File: src/rtl/ccastles_vram_arb.sv
// Video/CPU arbiter for a single-port bitmap RAM.
// Video fetches win by default; a CPU that has lost three video grants in a
// row while eligible is served next. Every grant drives the RAM address
// register. A two-stage tag pipeline then routes the RAM read data back to
// the owner of the access.
module ccastles_vram_arb (
  input  logic        clk,
  input  logic        reset,
  input  logic        vid_req,
  input  logic [14:0] vid_addr,
  output logic [7:0]  vid_data,
  output logic        vid_valid,
  output logic        vid_ovf,
  input  logic        cpu_req,
  input  logic        cpu_we,
  input  logic [14:0] cpu_addr,
  input  logic [7:0]  cpu_din,
  output logic [7:0]  cpu_dout,
  output logic        cpu_ack,
  output logic [14:0] ram_addr,
  output logic        ram_we,
  output logic [7:0]  ram_din,
  input  logic [7:0]  ram_dout
);

  typedef enum logic {
    OWN_VID = 1'b0,
    OWN_CPU = 1'b1
  } owner_e;

  typedef struct packed {
    logic   valid;
    owner_e owner;
    logic   we;
  } tag_t;

  logic        vid_pend;
  logic [14:0] pend_addr;
  logic        cpu_busy;
  logic [1:0]  streak;
  tag_t        tag1;
  tag_t        tag2;

  logic        cpu_elig;
  logic        grant_vid;
  logic        grant_cpu;

  // Arbitration: at most one grant per edge, video first unless the CPU has been starved
  always_comb begin
    cpu_elig  = 1'b0;
    grant_vid = 1'b0;
    grant_cpu = 1'b0;
    cpu_elig  = cpu_req && !cpu_busy && !cpu_ack;
    grant_vid = vid_pend && !((streak == 2'd3) && cpu_elig);
    grant_cpu = cpu_elig && !grant_vid;
  end

  // Video request capture. A request that arrives on the same edge the pending one
  // is granted refills the slot. A request that arrives while the slot stays occupied
  // is dropped and flagged.
  always_ff @(posedge clk) begin
    if (reset) begin
      vid_pend  <= 1'b0;
      pend_addr <= '0;
      vid_ovf   <= 1'b0;
    end else begin
      if (vid_req) begin
        if (vid_pend && !grant_vid) begin
          vid_ovf <= 1'b1;
        end else begin
          vid_pend  <= 1'b1;
          pend_addr <= vid_addr;
        end
      end else if (grant_vid) begin
        vid_pend <= 1'b0;
      end
    end
  end

  // Grant side: RAM port registers, starvation streak, CPU busy flag, first tag stage
  always_ff @(posedge clk) begin
    if (reset) begin
      ram_addr <= '0;
      ram_we   <= 1'b0;
      ram_din  <= '0;
      streak   <= '0;
      cpu_busy <= 1'b0;
      tag1     <= '0;
    end else begin
      ram_we <= 1'b0;
      if (grant_vid) begin
        ram_addr <= pend_addr;
      end else if (grant_cpu) begin
        ram_addr <= cpu_addr;
        ram_we   <= cpu_we;
        ram_din  <= cpu_din;
      end

      if (!cpu_elig || grant_cpu) begin
        streak <= '0;
      end else if (grant_vid && (streak != 2'd3)) begin
        streak <= streak + 2'd1;
      end

      if (grant_cpu) begin
        cpu_busy <= 1'b1;
      end else if (tag2.valid && (tag2.owner == OWN_CPU)) begin
        cpu_busy <= 1'b0;
      end

      tag1 <= '{valid: grant_vid || grant_cpu,
                owner: grant_cpu ? OWN_CPU : OWN_VID,
                we:    grant_cpu && cpu_we};
    end
  end

  // Completion side: second tag stage and return of RAM data to its owner
  always_ff @(posedge clk) begin
    if (reset) begin
      tag2      <= '0;
      vid_valid <= 1'b0;
      vid_data  <= '0;
      cpu_ack   <= 1'b0;
      cpu_dout  <= '0;
    end else begin
      tag2      <= tag1;
      vid_valid <= tag2.valid && (tag2.owner == OWN_VID);
      cpu_ack   <= tag2.valid && (tag2.owner == OWN_CPU);
      if (tag2.valid && (tag2.owner == OWN_VID)) begin
        vid_data <= ram_dout;
      end
      if (tag2.valid && (tag2.owner == OWN_CPU) && !tag2.we) begin
        cpu_dout <= ram_dout;
      end
    end
  end

endmodule

File: config.mk
export PLATFORM = sky130hd
export DESIGN_NAME = ccastles_vram_arb
export DESIGN_NICKNAME = d
export VERILOG_FILES = /design/src/rtl/ccastles_vram_arb.sv
export SDC_FILE = /design/constraint.sdc
export NUM_CORES = 1
export LEC_CHECK = 0
export BUFFER_PORTS_ARGS = -buffer_cell sky130_fd_sc_hd__buf_4
export CORE_ASPECT_RATIO = 2
export CORE_MARGIN = 2
export CORE_UTILIZATION = 35
export CTS_CLUSTER_DIAMETER = 120
export CTS_CLUSTER_SIZE = 16
export DETAILED_ROUTE_END_ITERATION = 16
export SYNTH_ARGS = -nofsm -noshare
export SYNTH_HDL_FRONTEND = slang
export SYNTH_SLANG_ARGS = --single-unit
File: constraint.sdc
create_clock -name clk -period 1.7 [get_ports clk]
set_clock_uncertainty 0.2 [all_clocks]
set_input_delay 0.17 -clock clk [delete_from_list [all_inputs] [get_ports clk]]
set_output_delay 0.17 -clock clk [all_outputs]
set_load 0.05 [all_outputs]
# After elaboration in Yosys (flattened, before gate mapping)
# Index checks and enable logic that the tools add are counted.
# Widths: inputs -> output; s select.
# op_classes
addsub,1
n_eq_ne,3
muxes,8
bitwise,4
n_reduce_logical,28
# op_table
operator,n
$mux 15,2
$logic_and 1x1->1,11
$reduce_and 2->1,4
$logic_not 1->1,6
$mux 1,6
$reduce_bool 2->1,3
$ne 2x2->1 const B,2
$not 1->1,4
$reduce_or 3->1,1
$add 2x1->2 const B,1
$eq 2x2->1 const B,1
$logic_or 1x1->1,2
$reduce_or 2->1,1
# totals
regBits,68
in_bits,51

# Depth between registers and ports, before layout
# Gate-level depths: netlist of run 1.
# depth
ltp_word,10
ltp_mapped,6
mapped_depth_nobuf,4

# Worst setup path after synthesis of run 1
# OpenSTA, ideal clock, no wires.
# synth_timing
path_type,reg-to-reg
startpoint,register cpu_ack
endpoint,register pend_addr[10]
t_arrival_ns,1.540
t_required_ns,1.428
path_slack_ns,-0.112
stages_incl_launch_ff,6
path_buffers,2
synth_period_minus_slack_ns,1.812
path_cell_list,dfxtp_1 -> nor3b_2 -> buf_6 -> a31oi_4 -> buf_8 -> mux2i_1
# synth_between
elab_chain_cells,9
# synth_rtl
item,line,text
from (decl),19,"output logic cpu_ack,"
from (signal assigned),128,cpu_ack <= tag2.valid && (tag2.owner == OWN_CPU);
$logic_not 1->1,53,cpu_elig = cpu_req && !cpu_busy && !cpu_ack;
$logic_and 1x1->1,53,
$logic_and 1x1->1,54,grant_vid = vid_pend && !((streak == 2'd3) && cpu_elig);
$logic_not 1->1,54,
$logic_and 1x1->1,54,
$logic_not 1->1,68,if (vid_pend && !grant_vid) begin
$logic_and 1x1->1,68,
$not 1->1 (no source line),--,
$reduce_and 2->1 (no source line),--,
to (signal assigned),72,pend_addr <= vid_addr;
to (decl),38,logic [14:0] pend_addr;
# No other way between the ends.
# A chain may end at the register's enable or synchronous reset.

# Worst setup path after layout of run 1
# layout_timing
startpoint,register streak[0]
endpoint,register ram_we
# layout_between
elab_chain_cells,8
# layout_rtl
item,line,text
from (decl),40,logic [1:0] streak;
from (signal assigned),102,streak <= streak + 2'd1;
$eq 2x2->1 *,54,
$logic_and 1x1->1 *,54,
$logic_not 1->1 *,54,
$logic_and 1x1->1 *,54,
$logic_not 1->1,55,grant_cpu = cpu_elig && !grant_vid;
$logic_and 1x1->1,55,
$not 1->1 (no source line),--,
$reduce_or 3->1 (no source line) *,--,
to (signal assigned),95,ram_we <= cpu_we;
to (decl),21,"output logic ram_we,"
# Mark *: on every way between the ends. The rest lies on a longest branch, timed or not.

==> results.cfg, run 1 <==
[detailed_routing]
routedWlPerCell_um = 13.6
vias_per_cell = 4.83
firstDrtPassIters = 4
drt_iter0_drc = 156
vias = 2606
postRouteAntennaNets = 0
drc = 0
wirelength_um = 7350

[critical_path]
critical_path_class = register to register
cpPeakStageDelay_ps = 430
critPathArrivalTime_ps = 1660
endpoint_kind = register
cp.required_ps = 1730
r2r_start = streak[0]
crit_path_cell_trace = ha_4 -> nand2b_1 -> buf_4 -> nand2_1 -> nor3b_1
slowest_stage = dfxtp_1
path_buf_inv = 1
cp-startpoint = streak[0]
worst-path-max-fanout = 12
crit_family = simple AND/OR/NAND/NOR gates
startpoint_type = register

[power]
p_switching_mw = 1.08
p_int_mw = 3.21
leakage_nw = 1.90
p_comb_share_pct = 16.1
swShare_pct = 25.2
ir_worst_vdd_uv = 613
totalPowerFinal_mw = 4.29
clkPwrFrac_pct = 43.7
p_seq_share_pct = 40.2
power_density_nw_per_um2 = 972

[layout]
fin_util_pct = 56.3
diodes = 0
syn_to_final_growth_pct = 58.2
stdcell_count = 539
drive_above_1_share_pct = 29.8
fin_area_um2 = 4410
layout_common_cells = 109 x buf_4, 67 x dfxtp_1, 48 x dlygate4sd3_1, 39 x nand3_1, 32 x nand2b_1
layout_commonest_cell = buf_4
nFillCells = 725
nets = 490

[synth]
synthFlopType = dfxtp_1
syn_area_um2 = 2790
synth_fp_nets = 347
syn_area_per_cell_um2 = 9.45
synth_warnings = 0
synthCells = 295
synth_cell_types = 27
synth-seq-area-share_pct = 48.9
synth-seq-cells = 68
synth_edf_count = 0
async_reset_ff_share_pct = 0

[placed_design]
gp_congestion = 0.802
placed_cell_area_um2 = 3600
dp_slack_ps = 33.2
io_buffers = 93
dpl.hpwl_um = 4950
post-place-cells = 473

[die]
chipHeight_um = 130
io_pins = 94
start_util_pct = 35.6
die_w_um = 67.1
rows = 46
dieArea_um2 = 8730
core-area_um2 = 7830

[sta]
fmax_mhz = 616
post-route-period-util_pct = 95.4
setup_viol = 0
drv_slew = 0
fin_crit_ps = 1620
setup_slack_ps = 77.5
timing.setup.tns_ps = 0
hold_slack_ps = 106
slew_headroom_pct = 64.8
finalHoldViolations = 0
worstMarginPinSlew_ps = 527

[global_routing]
track_usage_pct = 17.7
globalRouteOverflowTotal = 0
grt_pass1_vias = 2557
grt_max_degree = 59
antenna_found_initial = 0
grt_pass1_wl_um = 11700

[clocking]
cts_buffers = 9
cts.clk_slew.worst_paths_ps = 50
cts_max_level = 3
cts_tree = built
cts_root_buf = clkbuf_16
clock_path_buffers = 2
cts.sinks = 68
clk_latency_ps = 330

[status]
status = finished clean

[hold_path]
hold_class = input port to register
hold_start = reset

[run]
drv_cap = 0
[power by group through the flow]
stage / registers (mW) / logic [mW] / clock network (mW)
floorplan: 1.89 / 0.233 / 0
global route: 1.73 / 0.741 / 1.99
detailed placement: 1.76 / 0.597 / 0
CTS: 1.72 / 0.687 / 1.92
global placement: 1.75 / 0.586 / 0
finish: 1.72 / 0.688 / 1.87
[layer usage]
metal | vias up | part of all wire [%] | global-route usage (%)
met5 | - | 0 | 0
met4 | 0 | 1.8 | 7.80
met3 | 12 | 6.1 | 4.22
met2 | 95 | 49 | 30.3
met1 | 1186 | 43 | 20.4
li1 | 1313 | - | -
[logic make-up (layout without fill, tap and decap cells)]
family / Yosys count / count (layout) / synth area share, %
compound gates: 43 / 43 / 9.12
fa+ha+maj: 1 / 1 / 0.449
buf+inv: 28 / 176 / 5.93
flops: 68 / 68 / 48.9
mux: 23 / 23 / 8.26
simple gates: 132 / 132 / 27.4
[final timing paths]
kind / slack [ps] / cells past startpoint / to
setup / recovery: 80 / 5 / ram_we
hold reg to reg: 240 / 1 / tag2[1]
setup reg to reg: 80 / 5 / ram_we
hold / removal: 110 / 2 / cpu_dout[4]
[synth_stat cells (2+ instances only)]
library cell | n | area (um^2)
o21ai_0 | 5 | 25.0
buf_8 | 2 | 30.0
nand3b_1 | 16 | 120
mux2i_1 | 23 | 230
nor2b_1 | 5 | 31.3
buf_6 | 3 | 33.8
nand3_1 | 39 | 195
nor2_1 | 14 | 52.6
clkbuf_1 | 14 | 52.6
o21ai_1 | 3 | 15.0
buf_2 | 6 | 30.0
a21oi_1 | 18 | 90.1
nand2b_1 | 32 | 200
nand2_1 | 19 | 71.3
buf_4 | 2 | 15.0
nor3b_1 | 2 | 15.0
dfxtp_1 | 68 | 1360
a31oi_1 | 15 | 93.8
[area by class of cell]
type | count | area, um^2 | area share [%]
Inverter | 1 | 3.75 | 0.0852
Multi-Input combinational cell | 199 | 1280 | 29.0
Sequential cell | 68 | 1360 | 30.9
Clock inverter | 4 | 47.5 | 1.08
Clock buffer | 12 | 256 | 5.82
Timing Repair Buffer | 159 | 1340 | 30.4
Tap cell | 96 | 120 | 2.72
[state kept, by name, indices dropped and copies added, names as in the netlist]
signal	flops
ram_din	8
vid_pend	1
cpu_ack	1
tag2	3
vid_valid	1
ram_we	1
pend_addr	15
tag1	3
cpu_busy	1
cpu_dout	8
streak	2
vid_ovf	1
vid_data	8
ram_addr	15
[timing repair]
| item | CTS | global route |
|---|---|---|
| setup endpoints to repair | 1 | 2 |
| gates resized for setup | 1 | 1 |
| hold endpoints to repair | 58 | 0 |
| hold buffers | 48 | 0 |
| buffers inserted | 0 | 2 |
| pin swaps | 0 | 1 |
(Power assumes the default switching activity.)
==> run 2, diff against run 1 <==
--- a/config.mk
+++ b/config.mk
@@ -9,6 +9,7 @@
 export CORE_ASPECT_RATIO = 2
 export CORE_MARGIN = 2
 export CORE_UTILIZATION = 35
+export CTS_BUF_LIST = sky130_fd_sc_hd__clkbuf_16
 export CTS_CLUSTER_DIAMETER = 120
 export CTS_CLUSTER_SIZE = 16
 export DETAILED_ROUTE_END_ITERATION = 16
==> results.cfg, run 2 (same netlist as run 1, synthesis figures left out) <==
[global_routing]
grt_pass1_vias = 2555
grt_max_degree = 59
globalRouteOverflowTotal = 0
antenna_found_initial = 0
track_usage_pct = 17.7
grt_pass1_wl_um = 11600

[layout]
nets = 490
nFillCells = 726
reg_top3 = pend_addr: 15 flops, ram_addr: 15 flops
drive_above_1_share_pct = 29.3
syn_to_final_growth_pct = 57.5
layout_common_cells = 109 x buf_4, 67 x dfxtp_1, 48 x dlygate4sd3_1, 39 x nand3_1, 32 x nand2b_1
layout_commonest_cell = buf_4
diodes = 0
fin_util_pct = 56.1
stdcell_count = 539

[clocking]
cts.clk_slew.worst_paths_ps = 50
cts_tree = built
clock_path_buffers = 2
cts_buffers = 9
cts_root_buf = clkbuf_16
cts_max_level = 3
clk_latency_ps = 330
cts.sinks = 68

[status]
status = finished clean

[detailed_routing]
drt_iter0_drc = 155
vias = 2603
firstDrtPassIters = 4
wirelength_um = 7350
vias_per_cell = 4.83
routedWlPerCell_um = 13.6
drc = 0
postRouteAntennaNets = 0

[placed_design]
dpl.hpwl_um = 4950
post-place-cells = 473
gp_congestion = 0.802
io_buffers = 93
dp_slack_ps = 33.2

[critical_path]
cpPeakStageDelay_ps = 430
endpoint_kind = register
r2r_start = streak[0]
reg2reg_slack_ps = 80
worst-path-max-fanout = 12
cp-startpoint = streak[0]
slowest_stage = dfxtp_1
critical_path_class = register to register
rr_worst_depth = 5
cp.required_ps = 1730
crit_path_cell_trace = ha_4 -> nand2b_1 -> buf_4 -> nand2_1 -> nor3b_1
startpoint_type = register
worstReg2RegEnd = ram_we
endpoint = ram_we
critPathArrivalTime_ps = 1660

[die]
io_pins = 94
dieArea_um2 = 8730
core-area_um2 = 7830
start_util_pct = 35.6
chipHeight_um = 130
rows = 46
die_w_um = 67.1

[power]
totalPowerFinal_mw = 4.18
leakage_nw = 1.89
power_density_nw_per_um2 = 953
ir_worst_vdd_uv = 608

[hold_path]
hold_class = input port to register
min_path_cells = 2

[sta]
drv_slew = 0
fmax_mhz = 616
post-route-period-util_pct = 95.5
setup_slack_ps = 76.8
worstMarginPinSlew_ps = 530
slew_headroom_pct = 64.6
timing.setup.tns_ps = 0
setup_viol = 0
finalHoldViolations = 0
fin_crit_ps = 1620

[run]
drv_cap = 0
run 2: worst min path at each step:
stage           startpoint          end  slack, ps
2_1_floorplan  ram_dout[0]  vid_data[0]        110
3_3_place_gp   ram_dout[7]  cpu_dout[7]        210
3_5_place_dp       tag1[1]      tag2[1]        230
4_1_cts              reset  cpu_dout[4]        100
5_1_grt              reset  cpu_dout[7]        140
6_report             reset  cpu_dout[4]        110
run 2: routing by layer:
layer,global-route usage (%),vias to the layer above,part of all wire [%]
met4,7.80,0,1.8
li1,-,1313,-
met1,20.3,1190,43
met5,0,-,0
met3,4.22,12,6.0
met2,30.3,88,49
run 2: worst max-delay path, delay by kind of cell (launching register included):
kind / cells / cell delay [ps]
AND/OR/NAND/NOR: 3 / 490
flip-flops: 1 / 430
adder cells (fa/ha/maj): 1 / 210
buffers and inverters: 1 / 210
run 2: power breakdown:
| group | internal [mW] | total [mW] | switching, mW |
|---|---|---|---|
| clock | 1.11 | 1.77 | 0.657 |
| combinational | 0.323 | 0.689 | 0.366 |
| sequential | 1.67 | 1.72 | 0.0500 |
| total | 3.11 | 4.18 | 1.07 |
run 2: stage by stage:
| stage | hold WS [ps] | instance area [um^2] |
|---|---|---|
| 2_1_floorplan | 106 | 2790 |
| 3_3_place_gp | 212 | 3600 |
| 3_5_place_dp | 228 | 3600 |
| 4_1_cts | 98.9 | 4360 |
| 5_1_grt | 137 | 4390 |
| 6_report | 108 | 4390 |
run 2: cell type report:
type | count | area (um^2) | share of cell area (%)
clock buffer | 9 | 225 | 5.13
clock inverter | 7 | 58.8 | 1.34
inverter | 1 | 3.75 | 0.0855
multi-input combinational | 199 | 1280 | 29.1
sequential | 68 | 1360 | 31.1
tap | 96 | 120 | 2.74
timing repair buffer | 159 | 1340 | 30.5
run 2: what timing repair did:
action                     4_1_cts  5_1_grt
hold buffers                    48        0
pin swaps                        0        1
setup buffers                    0        2
hold endpoints to repair        58        0
resized for setup                1        1
setup endpoints to repair        1        2
gates cloned                     0        0
